==> src/rtl/pc_sequencer.sv <==
// rtl/pc_sequencer.sv - fetch-stage PC sequencer with run/step/halt debug control
module pc_sequencer #(
    parameter int                   NB_PC       = 32,
    parameter int                   NB_ADDR     = 26,
    parameter int                   NB_UPPER_PC = 4,
    parameter int                   NB_OPCODE   = 6,
    parameter logic [NB_OPCODE-1:0] HALT_OPCODE = 6'b111111
) (
    input  logic                 i_clock,
    input  logic                 i_reset,
    input  logic                 i_start,
    input  logic                 i_mode,
    input  logic                 i_step,
    input  logic                 i_stall,
    input  logic                 i_jump,
    input  logic [NB_ADDR-1:0]   i_jump_field,
    input  logic                 i_branch_taken,
    input  logic [NB_PC-1:0]     i_branch_addr,
    input  logic [NB_PC-1:0]     i_pc,
    input  logic [NB_OPCODE-1:0] i_opcode,
    output logic                 o_pc_enable,
    output logic [NB_PC-1:0]     o_next_pc,
    output logic                 o_flush,
    output logic                 o_halted,
    output logic [1:0]           o_state,
    output logic [31:0]          o_cycle_count
);

    typedef enum logic [1:0] {
        ST_IDLE = 2'd0,
        ST_RUN  = 2'd1,
        ST_STEP = 2'd2,
        ST_HALT = 2'd3
    } state_t;

    state_t             r_state;
    state_t             w_state_next;
    logic               r_step_pending;
    logic               w_step_pending_next;
    logic               r_step_d;
    logic [31:0]        r_cycle_count;

    logic [NB_PC-1:0]   w_pc_plus1;
    logic [NB_PC-1:0]   w_jump_target;
    logic [NB_PC-1:0]   w_redirect_target;
    logic               w_step_rise;
    logic               w_advance;
    logic               w_redirect;
    logic               w_is_halt_op;
    logic               w_halt_hit;
    logic               w_commit;

    assign w_pc_plus1        = i_pc + NB_PC'(1);
    assign w_jump_target     = {w_pc_plus1[NB_PC-1 -: NB_UPPER_PC], i_jump_field, 2'b00};
    assign w_redirect        = i_branch_taken | i_jump;
    assign w_redirect_target = i_branch_taken ? i_branch_addr : w_jump_target;
    assign w_is_halt_op      = (i_opcode == HALT_OPCODE);
    assign w_step_rise       = i_step & ~r_step_d;
    assign w_advance         = (r_state == ST_RUN) || ((r_state == ST_STEP) && r_step_pending);

    // State, step bookkeeping and the saturating advance-cycle counter
    always_ff @(posedge i_clock or negedge i_reset) begin
        if (!i_reset) begin
            r_state        <= ST_IDLE;
            r_step_pending <= 1'b0;
            r_step_d       <= 1'b0;
            r_cycle_count  <= 32'd0;
        end else begin
            r_state        <= w_state_next;
            r_step_pending <= w_step_pending_next;
            r_step_d       <= i_step;
            if (w_advance && (r_cycle_count != 32'hFFFF_FFFF)) begin
                r_cycle_count <= r_cycle_count + 32'd1;
            end
        end
    end

    // PC load decision (redirect beats stall beats halt) and next-state logic
    always_comb begin
        o_pc_enable         = 1'b0;
        o_flush             = 1'b0;
        o_next_pc           = w_pc_plus1;
        w_halt_hit          = 1'b0;
        w_commit            = 1'b0;
        w_state_next        = r_state;
        w_step_pending_next = r_step_pending;

        if (w_advance) begin
            if (w_redirect) begin
                // Fetched instruction is on the wrong path, so its opcode is ignored
                w_commit  = 1'b1;
                o_flush   = 1'b1;
                o_next_pc = w_redirect_target;
            end else if (i_stall) begin
                w_commit = 1'b0;
            end else if (w_is_halt_op) begin
                w_halt_hit = 1'b1;
            end else begin
                w_commit = 1'b1;
            end
        end
        o_pc_enable = w_commit;

        case (r_state)
            ST_IDLE: begin
                if (i_start) begin
                    w_state_next = i_mode ? ST_STEP : ST_RUN;
                end
            end
            ST_RUN: begin
                if (w_halt_hit) begin
                    w_state_next = ST_HALT;
                end
            end
            ST_STEP: begin
                // Edges seen while a step is pending are dropped; steps never queue
                if (r_step_pending) begin
                    if (w_halt_hit) begin
                        w_state_next        = ST_HALT;
                        w_step_pending_next = 1'b0;
                    end else if (w_commit) begin
                        w_step_pending_next = 1'b0;
                    end
                end else if (w_step_rise) begin
                    w_step_pending_next = 1'b1;
                end
            end
            default: begin
                w_state_next = ST_HALT;
            end
        endcase
    end

    assign o_halted      = (r_state == ST_HALT);
    assign o_state       = r_state;
    assign o_cycle_count = r_cycle_count;

endmodule

==> config.mk <==
export PLATFORM = sky130hd
export DESIGN_NAME = pc_sequencer
export DESIGN_NICKNAME = d
export VERILOG_FILES = /design/src/rtl/pc_sequencer.sv
export SDC_FILE = /design/constraint.sdc
export NUM_CORES = 1
export LEC_CHECK = 0
export BUFFER_PORTS_ARGS = -buffer_cell sky130_fd_sc_hd__buf_2
export CAP_MARGIN = 20
export CORE_ASPECT_RATIO = 1.75
export CORE_MARGIN = 2
export CORE_UTILIZATION = 23
export CTS_CLUSTER_SIZE = 25
export DETAILED_ROUTE_END_ITERATION = 12
export GPL_TIMING_DRIVEN = 0
export HOLD_SLACK_MARGIN = 0.03
export PLACE_DENSITY_LB_ADDON = 0.08
export SYNTH_ARGS = -nofsm -noshare
export SYNTH_HDL_FRONTEND = slang
export SYNTH_SLANG_ARGS = --single-unit
export TNS_END_PERCENT = 50
==> constraint.sdc <==
create_clock -name i_clock -period 2.56 [get_ports i_clock]
set_input_delay 0.128 -clock i_clock [delete_from_list [all_inputs] [get_ports i_clock]]
set_output_delay 0.128 -clock i_clock [all_outputs]
set_load 0.02 [all_outputs]
==> impl_metrics.env <==
export IMPL_outcome="completed"
export IMPL_net_switching_power_mw=0.9387
export IMPL_crit_end="o_next_pc[23]"
export IMPL_ctsHtreeMaxLevel=2
export IMPL_crit_start="o_state[0]$_DFFE_PN0P_"
export IMPL_initial_utilization_pct=23.47
export IMPL_top_usage_layer="met2"
export IMPL_cts_buffer_depth=2
export IMPL_worstMarginPinSlew_ps=841.3
export IMPL_finalCritPeriodShare_pct=95.62
export IMPL_yosysUniqueCellTypes=50
export IMPL_synth_most_common_cell="dfrtp_1"
export IMPL_setup_tns_ps=0
export IMPL_placed_cell_area_mm2=0.004203
export IMPL_hold_viol=0
export IMPL_powerDensity_mw_per_mm2=520.3
export IMPL_synth_top_family_by_area="simple AND/OR/NAND/NOR gates"
export IMPL_critPathRequiredTime_ps=2430
export IMPL_io_buffers=172
export IMPL_setup_slack_ps=112.0
export IMPL_syn_area_per_cell_um2=8.490
export IMPL_cp_cell_sequence="inv_1 > ha_1 > a21o_4 > o21ai_4 > inv_1 > or4_1 > o211ai_1 > buf_4"
export IMPL_syn_nets=478
export IMPL_grt_max_degree=37
export IMPL_cp_common_cell="inv_1"
export IMPL_critPathTopFamily="compound AO/OA/AOI/OAI gates"
export IMPL_met2_usage_pct=32.95
export IMPL_synth_adder_area_share_pct=2.403
export IMPL_rsz0062_at_grt="false"
export IMPL_num_rows=56
export IMPL_fin_cells=724
export IMPL_critPathSlowestCell="or4_1"
export IMPL_fmax_mhz=408.5
export IMPL_cp_arrival_ps=2320
export IMPL_slew_violations=0
export IMPL_drt_total_wl_um=11500
export IMPL_place_congestion=0.8139
export IMPL_area_growth_pct=40.61
export IMPL_leakage_nw=2.208
export IMPL_cts_made_buffers=5
export IMPL_track_usage_pct=15.81
export IMPL_timing_hold_ws_ps=132.3
export IMPL_period_needed_ps=2448
export IMPL_cts_root_buf="clkbuf_16"
export IMPL_wl_per_cell_um=15.89
export IMPL_synthMuxAreaShare_pct=3.845
export IMPL_place_inst=714
export IMPL_async_flop_share_pct=100.0
export IMPL_dp_hpwl_um=9617
export IMPL_clkSinkCount=36
export IMPL_synth_xor_area_share_pct=15.14
export IMPL_relSlewSlack_pct=43.91
export IMPL_hold_class="in -> reg"
export IMPL_design_core_area_mm2=0.01331
export IMPL_globalRouteOverflowTotal=0
export IMPL_slowest_delay_ps=480
export IMPL_synth_compound_area_share_pct=14.54
export IMPL_ir_drop_v=0.0002682
export IMPL_synth_commonest_cells="36 x dfrtp_1, 35 x xor2_1, 29 x a21oi_1"
export IMPL_synthSimpleGateAreaFrac_pct=31.80
export IMPL_synth_seq_cells=36
export IMPL_crit_cells=8
export IMPL_antenna_found_initial=0
export IMPL_grtUsageMet1_pct=14.13
export IMPL_r2r_slack_ps=330
export IMPL_drt_pass1_iterations=4
export IMPL_ff2ff_path_depth=8
export IMPL_grt_pass1_vias=3629
export IMPL_via_per_inst=4.767
export IMPL_grt_pass1_wl_um=18060
export IMPL_die_x_um=92.10
export IMPL_r2r_start="o_state[0]$_DFFE_PN0P_"
export IMPL_drive_gt1_share_pct=38.73
export IMPL_yosys_warnings=0
export IMPL_synthCells=368
export IMPL_clk_latency_ps=280
export IMPL_remaining_drc_errors=0
export IMPL_synth_top_area_cell="dfrtp_1"
export IMPL_total_power_mw=2.285
export IMPL_final_nets=660
export IMPL_cts_tree="yes"
export IMPL_start_kind="flop"
export IMPL_stdcell_area_mm2=0.004393
export IMPL_syn_area_mm2=0.003124
export IMPL_synth_main_ff_cell="dfrtp_1"
export IMPL_end_kind="output pin"
export IMPL_finalClockSkew_ps=7.625
export IMPL_seq_area_frac_synth_pct=28.83
export IMPL_seqPwrFrac_pct=30.9
export IMPL_path_buf_inv=3
export IMPL_final_util_pct=33.00
export IMPL_grt_util_met3_pct=3.427
export IMPL_p_comb_share_pct=43.9
export IMPL_worstSetupPathType="reg -> out"
export IMPL_ant_nets=0
export IMPL_intPower_mw=1.347
export IMPL_timing_rr_end="o_cycle_count[30]$_DFFE_PN0P_"
export IMPL_setup_violations_final=0
export IMPL_worst_setup_hold_path_clk_slew_ps=60
export IMPL_synth_edf_count=0
export IMPL_pre_cts_slack_ps=-230.9
export IMPL_die_area_mm2=0.01457
export IMPL_dieHeight_um=158.2
export IMPL_io_pins=173
export IMPL_max_cap_violations=0
export IMPL_vias=3451
export IMPL_switching_share_pct=41.07
export IMPL_worstPathMaxFanout=10
export IMPL_synth_top_cell_area_share_pct=28.83
export IMPL_first_iter_violations=44
export IMPL_n_antenna_cell=0
export IMPL_ys_top_cells_by_area="dfrtp_1 29%, xor2_1 9.8%, xnor2_1 5.3%"
export IMPL_clkPwrFrac_pct=25.1
==> flip-flops by register name (all words and copies together), names as in the netlist <==
name / count
r_step_d: 1
o_cycle_count: 32
r_step_pending: 1
o_state: 2
==> how the worst min path moves through the flow <==
stage               depth (start not counted)    start  slack (ps)                      endpoint
finish                                      3  i_stall         130    r_step_pending$_DFFE_PN0N_
global route                                3  i_stall         150    r_step_pending$_DFFE_PN0N_
floorplan                                   0  i_reset        -170  o_cycle_count[0]$_DFFE_PN0P_
CTS                                         3  i_stall         120    r_step_pending$_DFFE_PN0N_
global placement                            1   i_step         280            r_step_d$_DFF_PN0_
detailed placement                          1   i_step         280            r_step_d$_DFF_PN0_
==> metal layers <==
metal | share of wire [%] | wire, um
met1 | 33 | 3755
met2 | 58 | 6639
met3 | 6.7 | 774
met4 | 2.9 | 331
met5 | 0 | 0
==> cells in the final DEF (no fill, tap or decap), types with 3 or more instances in the layout <==
cell type	synthesis	routed
a211oi_1	18	18
xor2_1	35	35
clkbuf_2	1	4
buf_4	1	4
and3_2	3	3
and3_1	15	15
ha_1	6	6
nor2b_1	19	19
nand3_1	20	20
nor3_1	10	10
nand4_1	20	20
nor4_4	3	3
mux2i_1	9	9
nand2_1	27	27
and4_1	3	3
o21ai_0	6	6
inv_1	10	10
a21oi_1	29	29
nor2_1	24	24
nand4_2	4	4
clkbuf_1	10	7
dfrtp_1	36	36
buf_2	4	175
clkbuf_16	0	5
xnor2_1	19	19
a31oi_1	4	4
==> power groups by stage <==
stage / clock (mW) / combinational (mW) / sequential [mW]
after floorplan: 0 / 0.521 / 0.765
after global placement: 0 / 0.989 / 0.719
after detailed placement: 0 / 0.994 / 0.718
after CTS: 0.602 / 1.02 / 0.708
after global routing: 0.618 / 1.10 / 0.720
final: 0.574 / 1.00 / 0.707
==> cells by family (layout without fill, tap and decap cells) <==
| group | after synthesis | after routing |
|---|---|---|
| simple gates | 163 | 163 |
| mux | 11 | 11 |
| buf+inv | 26 | 208 |
| xor+xnor | 54 | 54 |
| compound gates | 72 | 72 |
| fa+ha+maj | 6 | 6 |
| flops | 36 | 36 |
==> layout make-up <==
| type | count | area (um2) |
|---|---|---|
| fillers | 1486 | 8920 |
| multi-input cells | 306 | 2135 |
| flip-flops and latches | 36 | 900.9 |
| repair buffers | 176 | 898.4 |
| well taps | 174 | 217.7 |
| clock buffers | 6 | 128.9 |
| plain buffers | 15 | 70.07 |
| inverters | 10 | 37.54 |
| clock inverters | 1 | 5.005 |
==> repair_timing <==
action / in CTS / in global routing
endpoints found under the hold margin: 37 / 0
hold buffers: 2 / 0
gates resized for setup: 7 / 2
buffers inserted: 0 / 2
endpoints found under the setup margin: 30 / 13
==> tightest hold or removal path: stages <==
cell     delay, ps
buf_2          110
nand2_1         60
a31oi_1         80
Note: power is estimated with default switching activity, not from simulation.
